`src/rtl/fetch_stage.sv`:
```
// Instruction fetch stage: owns the fetch PC, issues in-order imem requests and buffers returned words.
// Optional FETCH_MISALIGN_EN adds id_misalign and a trap-style packet for misaligned redirect targets.
module fetch_stage #(
  parameter logic [31:0] RESET_PC  = 32'h0000_0000,
  parameter int          BUF_DEPTH = 2
) (
  input  logic        clk,
  input  logic        rst,
  output logic        imem_req,
  output logic [31:0] imem_addr,
  input  logic        imem_gnt,
  input  logic        imem_rvalid,
  input  logic [31:0] imem_rdata,
  input  logic        redirect,
  input  logic [31:0] redirect_pc,
  input  logic        id_stall,
  output logic        id_valid,
  output logic [31:0] id_inst,
  output logic [31:0] id_pc,
`ifdef FETCH_MISALIGN_EN
  output logic        id_misalign,
`endif
  output logic [31:0] id_pc4
);

  localparam int          PW  = $clog2(BUF_DEPTH);
  localparam int          CW  = PW + 1;
  localparam logic [31:0] NOP = 32'h0000_0013;

  logic [31:0]   pc_q, pc_d;
  logic [CW-1:0] out_q, out_d, kill_q, kill_d, i_cnt_q, i_cnt_d;
  logic [PW-1:0] a_wr_q, a_wr_d, a_rd_q, a_rd_d, i_wr_q, i_wr_d, i_rd_q, i_rd_d;

  logic [31:0] addr_mem  [BUF_DEPTH];
  logic [31:0] ipc_mem   [BUF_DEPTH];
  logic [31:0] iinst_mem [BUF_DEPTH];

  logic        head_valid, pop, grant, resp, keep, halted, mis_out;
  logic [CW:0] occ;
  logic [31:0] redir_pc;

`ifdef FETCH_MISALIGN_EN
  logic        halt_q, halt_d, mis_pend_q, mis_pend_d;
  logic [31:0] mis_pc_q, mis_pc_d;
`endif

  always_comb begin
    head_valid = (i_cnt_q != '0);
`ifdef FETCH_MISALIGN_EN
    redir_pc = redirect_pc;
    halted   = halt_q;
    mis_out  = mis_pend_q && (out_q == '0);
`else
    redir_pc = redirect_pc & 32'hFFFF_FFFC;
    halted   = 1'b0;
    mis_out  = 1'b0;
`endif
    pop = head_valid && !id_stall && !redirect;
    // The slot freed by a same-cycle pop counts as credit, giving 1 instr/cycle at depth 2.
    occ = {1'b0, out_q} + {1'b0, i_cnt_q} - (CW+1)'(pop);
    imem_req = !rst && !redirect && !halted && (occ < (CW+1)'(BUF_DEPTH));
    grant = imem_req && imem_gnt;
    resp  = imem_rvalid && (out_q != '0);
    keep  = resp && (kill_q == '0) && !redirect;

    pc_d   = redirect ? redir_pc : (grant ? pc_q + 32'd4 : pc_q);
    a_wr_d = a_wr_q + PW'(grant);
    a_rd_d = a_rd_q + PW'(resp);
    out_d  = out_q + CW'(grant) - CW'(resp);

    // Every response still in flight at a redirect is wrong-path; kill never exceeds outstanding.
    if (redirect)
      kill_d = out_q - CW'(resp);
    else if (resp && (kill_q != '0))
      kill_d = kill_q - CW'(1);
    else
      kill_d = kill_q;

    if (redirect) begin
      i_wr_d  = '0;
      i_rd_d  = '0;
      i_cnt_d = '0;
    end else begin
      i_wr_d  = i_wr_q + PW'(keep);
      i_rd_d  = i_rd_q + PW'(pop);
      i_cnt_d = i_cnt_q + CW'(keep) - CW'(pop);
    end

    id_valid = !rst && (head_valid || mis_out);
    id_inst  = NOP;
    id_pc    = 32'd0;
    if (!rst && head_valid) begin
      id_inst = iinst_mem[i_rd_q];
      id_pc   = ipc_mem[i_rd_q];
    end else if (!rst && mis_out) begin
      id_pc = redir_pc_hold();
    end
    id_pc4 = id_pc + 32'd4;
  end

  function automatic logic [31:0] redir_pc_hold();
`ifdef FETCH_MISALIGN_EN
    return mis_pc_q;
`else
    return 32'd0;
`endif
  endfunction

  assign imem_addr = pc_q;

`ifdef FETCH_MISALIGN_EN
  always_comb begin
    halt_d     = halt_q;
    mis_pend_d = mis_pend_q;
    mis_pc_d   = mis_pc_q;
    if (redirect) begin
      halt_d     = (redirect_pc[1:0] != 2'b00);
      mis_pend_d = (redirect_pc[1:0] != 2'b00);
      mis_pc_d   = redirect_pc;
    end else if (mis_out && !id_stall) begin
      mis_pend_d = 1'b0;
    end
  end

  assign id_misalign = !rst && mis_out;

  always_ff @(posedge clk) begin
    if (rst) begin
      halt_q     <= 1'b0;
      mis_pend_q <= 1'b0;
      mis_pc_q   <= 32'd0;
    end else begin
      halt_q     <= halt_d;
      mis_pend_q <= mis_pend_d;
      mis_pc_q   <= mis_pc_d;
    end
  end
`endif

  always_ff @(posedge clk) begin
    if (rst) begin
      pc_q    <= RESET_PC;
      out_q   <= '0;
      kill_q  <= '0;
      i_cnt_q <= '0;
      a_wr_q  <= '0;
      a_rd_q  <= '0;
      i_wr_q  <= '0;
      i_rd_q  <= '0;
    end else begin
      pc_q    <= pc_d;
      out_q   <= out_d;
      kill_q  <= kill_d;
      i_cnt_q <= i_cnt_d;
      a_wr_q  <= a_wr_d;
      a_rd_q  <= a_rd_d;
      i_wr_q  <= i_wr_d;
      i_rd_q  <= i_rd_d;
    end
  end

  always_ff @(posedge clk) begin
    if (grant) addr_mem[a_wr_q] <= pc_q;
    if (keep) begin
      ipc_mem[i_wr_q]   <= addr_mem[a_rd_q];
      iinst_mem[i_wr_q] <= imem_rdata;
    end
  end

`ifndef SYNTHESIS
  always_ff @(posedge clk) begin
    if (!rst) assert (!(imem_rvalid && (out_q == '0)));
  end
`endif

endmodule

```
`config.mk`:
```
export PLATFORM = sky130hd
export DESIGN_NAME = fetch_stage
export DESIGN_NICKNAME = d
export VERILOG_FILES = /design/src/rtl/fetch_stage.sv
export SDC_FILE = /design/constraint.sdc
export NUM_CORES = 1
export LEC_CHECK = 0
export BUFFER_PORTS_ARGS = -buffer_cell sky130_fd_sc_hd__buf_2
export CORE_MARGIN = 2
export CORE_UTILIZATION = 55
export DETAILED_ROUTE_END_ITERATION = 8
export PLACE_DENSITY = 0.8
export SYNTH_ARGS = -nofsm -noshare
export SYNTH_HDL_FRONTEND = slang
export SYNTH_SLANG_ARGS = --single-unit
```
`constraint.sdc`:
```
create_clock -name clk -period 5.2 [get_ports clk]
set_clock_uncertainty 0.1 [all_clocks]
set_input_delay 0.26 -clock clk [delete_from_list [all_inputs] [get_ports clk]]
set_output_delay 0.26 -clock clk [all_outputs]
set_load 0.01 [all_outputs]
```
== After elaboration in Yosys (flattened, before gate mapping) ==
Memories as Yosys holds them, arrays and structs flattened. A register that Yosys moved wholly into a read port is not among the register bits.
Cells that the tools add are included.

* Add/subtract/negate cells: 14
* Magnitude comparators: 1
* Multiplexer cells: 13
* Reduce and logical (&&, ||, !) cells: 20

{| class="wikitable"
|+ Operators by type and width
! kind !! number
|-
| 32-bit 2-to-1 mux || 4
|-
| 32-bit by 3-bit adder with 32-bit output, second input constant || 2
|-
| 1-bit logical AND || 10
|-
| 2-bit nonzero test || 5
|-
| 1-bit 2-to-1 mux || 7
|-
| 2-bit by 1-bit subtractor with 2-bit output || 3
|-
| 1-bit adder || 4
|-
| 2-bit by 1-bit adder with 2-bit output || 2
|-
| 2-bit 2-to-1 mux || 2
|-
| 2-bit by 2-bit adder with 3-bit output || 1
|-
| 1-bit logical NOT || 3
|-
| 3-bit by 2-bit < comparator with 1-bit output, second input constant || 1
|-
| 3-bit by 1-bit subtractor with 3-bit output || 1
|-
| 2-bit logical NOT || 1
|-
| 2-bit OR reduction || 1
|-
| 2-bit by 1-bit subtractor with 2-bit output, second input constant || 1
|}

* Bits in registers: 42
* Memory bits (writable): 192
* Input port bits: 70
* Output and inout port bits: 130
* Memories: 3

{| class="wikitable"
|+ Memory list
! memory !! depth !! width !! rd ports !! clocked after Yosys merged registers in !! wr ports !! line !! text
|-
| addr_mem || 2 || 32 || 1 || 1 || 1 || 34 || <nowiki>logic [31:0] addr_mem [BUF_DEPTH];</nowiki>
|-
| iinst_mem || 2 || 32 || 1 || 1 || 1 || 36 || <nowiki>logic [31:0] iinst_mem [BUF_DEPTH];</nowiki>
|-
| ipc_mem || 2 || 32 || 1 || 1 || 1 || 35 || <nowiki>logic [31:0] ipc_mem [BUF_DEPTH];</nowiki>
|}

== Depth between registers and ports, before layout ==
* Depth after elaboration: 9
* Depth in mapped cells: 14
* Gate-level depth less buffers: 13

== Worst setup path after synthesis ==
Ideal clock, no wire load.

* Path kind: input to register
* Start point: in redirect
* End point: mem addr_mem[1][10] (enable)
* Setup time: 0.390 ns
* Data arrival time: 3.319 ns
* Data required time: 4.710 ns
* Setup slack: 1.391 ns
* Cell stages on the path: 11
* Cell sequence: buf_2 -> nor3_1 -> ha_1 -> inv_1 -> nand2_1 -> fa_1 -> xor2_1 -> nand3_1 -> clkinv_1 -> buf_1 -> ha_1

* Longest elaborated chain between the ends: 8

{| class="wikitable"
|+ RTL lines
! what !! line !! text
|-
| from (decl) || 14 || <nowiki>input logic redirect,</nowiki>
|-
| 1-bit logical NOT (*) || 58, 61 ||
|-
| 1-bit logical AND || 58 || <nowiki>pop = head_valid && !id_stall && !redirect;</nowiki>
|-
| 3-bit by 1-bit subtractor with 3-bit output || 60 || <nowiki>occ = {1'b0, out_q} + {1'b0, i_cnt_q} - (CW+1)'(pop);</nowiki>
|-
| 3-bit by 2-bit < comparator with 1-bit output || 61 || <nowiki>imem_req = !rst && !redirect && !halted && (occ < (CW+1)'(BUF_DEPTH));</nowiki>
|-
| 1-bit logical AND (*) || 61 ||
|-
| 1-bit logical AND (*) || 62 || <nowiki>grant = imem_req && imem_gnt;</nowiki>
|-
| 1-bit 2-to-1 mux (*) || 163 || <nowiki>if (grant) addr_mem[a_wr_q] <= pc_q;</nowiki>
|-
| 1-bit 2-to-1 mux (not written as such) (*) || 163 ||
|-
| to (decl) || 34 ||
|}

Mark *: on every way between the ends. The rest lies on a longest branch, timed or not.

==> results by group <==
Power and ir drop
  – Peak supply drop: 0.251 mV
  – Leakage: 4.83 nW
  – Total power: 4.36 mW
  – PwrDens: 347 mW/mm^2

Place
  – Cells after DPL: 1186
  – Placement-stage cell area: 0.0112 mm^2
  – Post-DP HPWL: 15.5 mm
  – Port Buffers: 191
  – Routability cong.: 0.923

Detailed routing
  – Vias: 7335
  – Post-route ant nets: 0
  – Top sig layer: met4
  – Pre-Repair DR Iteration Count: 5
  – Met1 WL: 9.83 mm
  – Final wirelength: 23.7 mm
  – DRT iter0 DRCs: 538
  – DR vias/cell: 5.70
  – Drc violations: 0
  – Wirelength per Cell: 18.4 um
  – Met2 routed wirelength: 11.5 mm
  – Met3 wire len: 2.02 mm

Worst setup path
  – Worst setup SP type: flip-flop
  – R2R setup slack: 1.45 ns
  – Worst Setup End Kind: primary output
  – Slowest stage delay, CP: 0.85 ns
  – Top Family by Delay on Critical Path: flip-flops
  – Critical path arrival: 3.71 ns
  – Buf/Inv on CP: 2
  – Reg2Reg Depth: 12
  – Stages on worst setup path: 9
  – Critical path required time: 4.84 ns
  – Max FO, Critical Path: 62
  – Worst path cell trace: mux2i_1 -> or2_2 -> inv_1 -> ha_1 -> o211ai_1 -> a2111o_1 -> nor4_1 -> xor2_1 -> buf_2
  – Slowest library cell on the worst path: dfxtp_4
  – Critical path class: flip-flop to primary output

STA
  – Sum Neg Setup Slack: 0 ns
  – Worst-Margin Slew: 0.987 ns
  – RSZ-0062 raised after global routing: no
  – Max Slew Vio Count: 0
  – Endpoints failing setup: 0
  – Final Hold Fails: 0
  – Peak Freq: 0.246 GHz
  – Final Cycle Share: 78.3%
  – Max_slew headroom: 33.9%
  – Min Tclk post-route: 4.07 ns

Clock network
  – CTS tree: done
  – Setup Fix Bufs, Post-CTS: 0
  – H-tree levels: 1
  – Hold buffers post-CTS: 60
  – Clk sinks: 224
  – Clock Latency Late Sink: 0.51 ns
  – TritonCTS buffer count: 22
  – Clock tree root buffer cell: clkbuf_16
  – Worst-path clk slew: 0.07 ns
  – Post-cts gate resize count: 0
  – Bufs on Longest Clock Path: 3

Finish
  – Area Overhead vs Synth: 24.7%
  – Most common cell after layout, fill and taps aside: buf_2
  – Share of cells above drive strength 1: 27.0%
  – Final non-filler cell total: 1286
  – Total Nets Final: 1125
  – Most frequent cells in the layout: 191 x buf_2, 184 x edfxtp_1, 87 x nor2_1
  – Antenna diodes: 0
  – Fin area: 0.0126 mm^2

GRT
  – Total grt overflow: 0
  – Vias in the first global route: 7064
  – Largest net degree at the start of global routing: 63
  – Initial antenna violation count: 0
  – Global-route wire length before repair: 37.1 mm
  – Total track usage: 23.8%

Die
  – Cell row count: 49
  – Core ar.: 0.0180 mm^2
  – Die height: 139 um
  – Die X: 139 um
  – I/O pins: 200
  – Starting density of the core: 56.1%
  – Die area: 0.0194 mm^2

Run status
  – Status: complete, no violations

Yosys
  – Cells after synthesis: 793
  – Yosys top cell area share: 54.8%
  – Netlist cell types: 59
  – Syn_area_per_cell: 12.7 um^2
  – Number of enable flip-flop cells after synthesis: 184
  – Sequential fraction of the synthesis area: 62.8%
  – Leading area contributor after synthesis: edfxtp_1
  – Synth Register Bits: 224
  – Synth Flop Type: edfxtp_1
  – Synth Warn #: 0
  – Async set or reset register ratio after synthesis: 0%
  – Post-Syn Area: 0.0101 mm^2
  – Synth top area cells: edfxtp_1 55%, dfxtp_1 7.9%, mux2i_1 6.2%, mux2_2 3.7%, nor2_1 3.2%

Hold path
  – Hold Crit Class: input port to flip-flop
  – Number of cells on the worst hold path: 3

Run
  – Max Cap Viol: 0
synth_stat cells (all sizes together) (3+ instances only):
master / count
nand4: 21
mux2i: 62
o211ai: 4
inv: 21
nand2: 51
nor2: 87
a31oi: 14
o21a: 4
xnor2: 16
xor2: 29
or3: 6
mux2: 33
dfxtp: 40
and4: 3
nor2b: 3
edfxtp: 184
and3: 8
nor3b: 3
nand3: 28
ha: 13
buf: 35
o21ai: 18
nor3: 18
nor4: 19
nand3b: 5
a21oi: 18
clkbuf: 9
a211oi: 10
a22oi: 5
and2: 3
where the power goes:
part           leakage [nW]  internal [mW]  switching, mW
sequential             2.00           2.10         0.0752
combinational          2.47          0.245          0.329
clock                 0.361          0.953          0.654
total                  4.83           3.30           1.06
registers in the layout (all words and copies together), names as in the netlist, 2 cells and up:
register / flops
iinst_mem: 64
imem_addr: 30
addr_mem: 60
ipc_mem: 60
kill_q: 2
i_cnt_q: 2
out_q: 2
routing by layer:
layer,vias to the layer above,track usage (%)
met3,35,3.89
met5,-,0
met2,379,40.0
met1,3485,32.4
li1,3436,-
met4,0,6.22
path summary, 6_finish.rpt:
| check | startpoint | end |
|---|---|---|
| min reg2reg | a_rd_q | a_rd_q |
| min | redirect_pc[23] | imem_addr[23] |
| max | i_rd_q | id_pc4[28] |
| max reg2reg | i_cnt_q[1] | imem_addr[15] |
cell families (layout without fill, tap and decap cells):
logic type | after synthesis | after routing | share of synthesized area (%)
simple gates | 262 | 262 | 13.0
flops | 224 | 224 | 62.8
mux | 95 | 95 | 9.85
compound gates | 85 | 85 | 5.55
buf+inv | 67 | 326 | 3.03
xor+xnor | 45 | 45 | 3.91
fa+ha+maj | 14 | 14 | 1.81
other cells | 1 | 6 | 0.0372
worst min-delay path, delay by kind of cell:
| family | cells | cell delay, ns |
|---|---|---|
| and+or+nand+nor | 1 | 0.15 |
| buffers and inverters | 1 | 0.09 |
| AOI/OAI and AO/OA | 1 | 0.10 |
final cells by class:
| cell class | instances | area, um^2 |
|---|---|---|
| inverters | 23 | 86.3 |
| multi-input cells | 507 | 3480 |
| flip-flops and latches | 224 | 6330 |
| repair buffers | 263 | 1650 |
| well taps | 229 | 287 |
| fillers | 1213 | 5400 |
| clock buffers | 24 | 579 |
| clock inverters | 16 | 155 |
stage by stage:
stage	hold WS, ns	utilization, %	setup slack [ns]
2_1_floorplan	0.259	-	1.39
6_report	0.0119	69.9	1.13
4_1_cts	0.000304	69.9	1.10
5_1_grt	0.0239	69.9	0.977
3_5_place_dp	0.352	62.5	1.56
3_3_place_gp	0.348	62.5	1.62
Power figures use the tool's default switching activity.
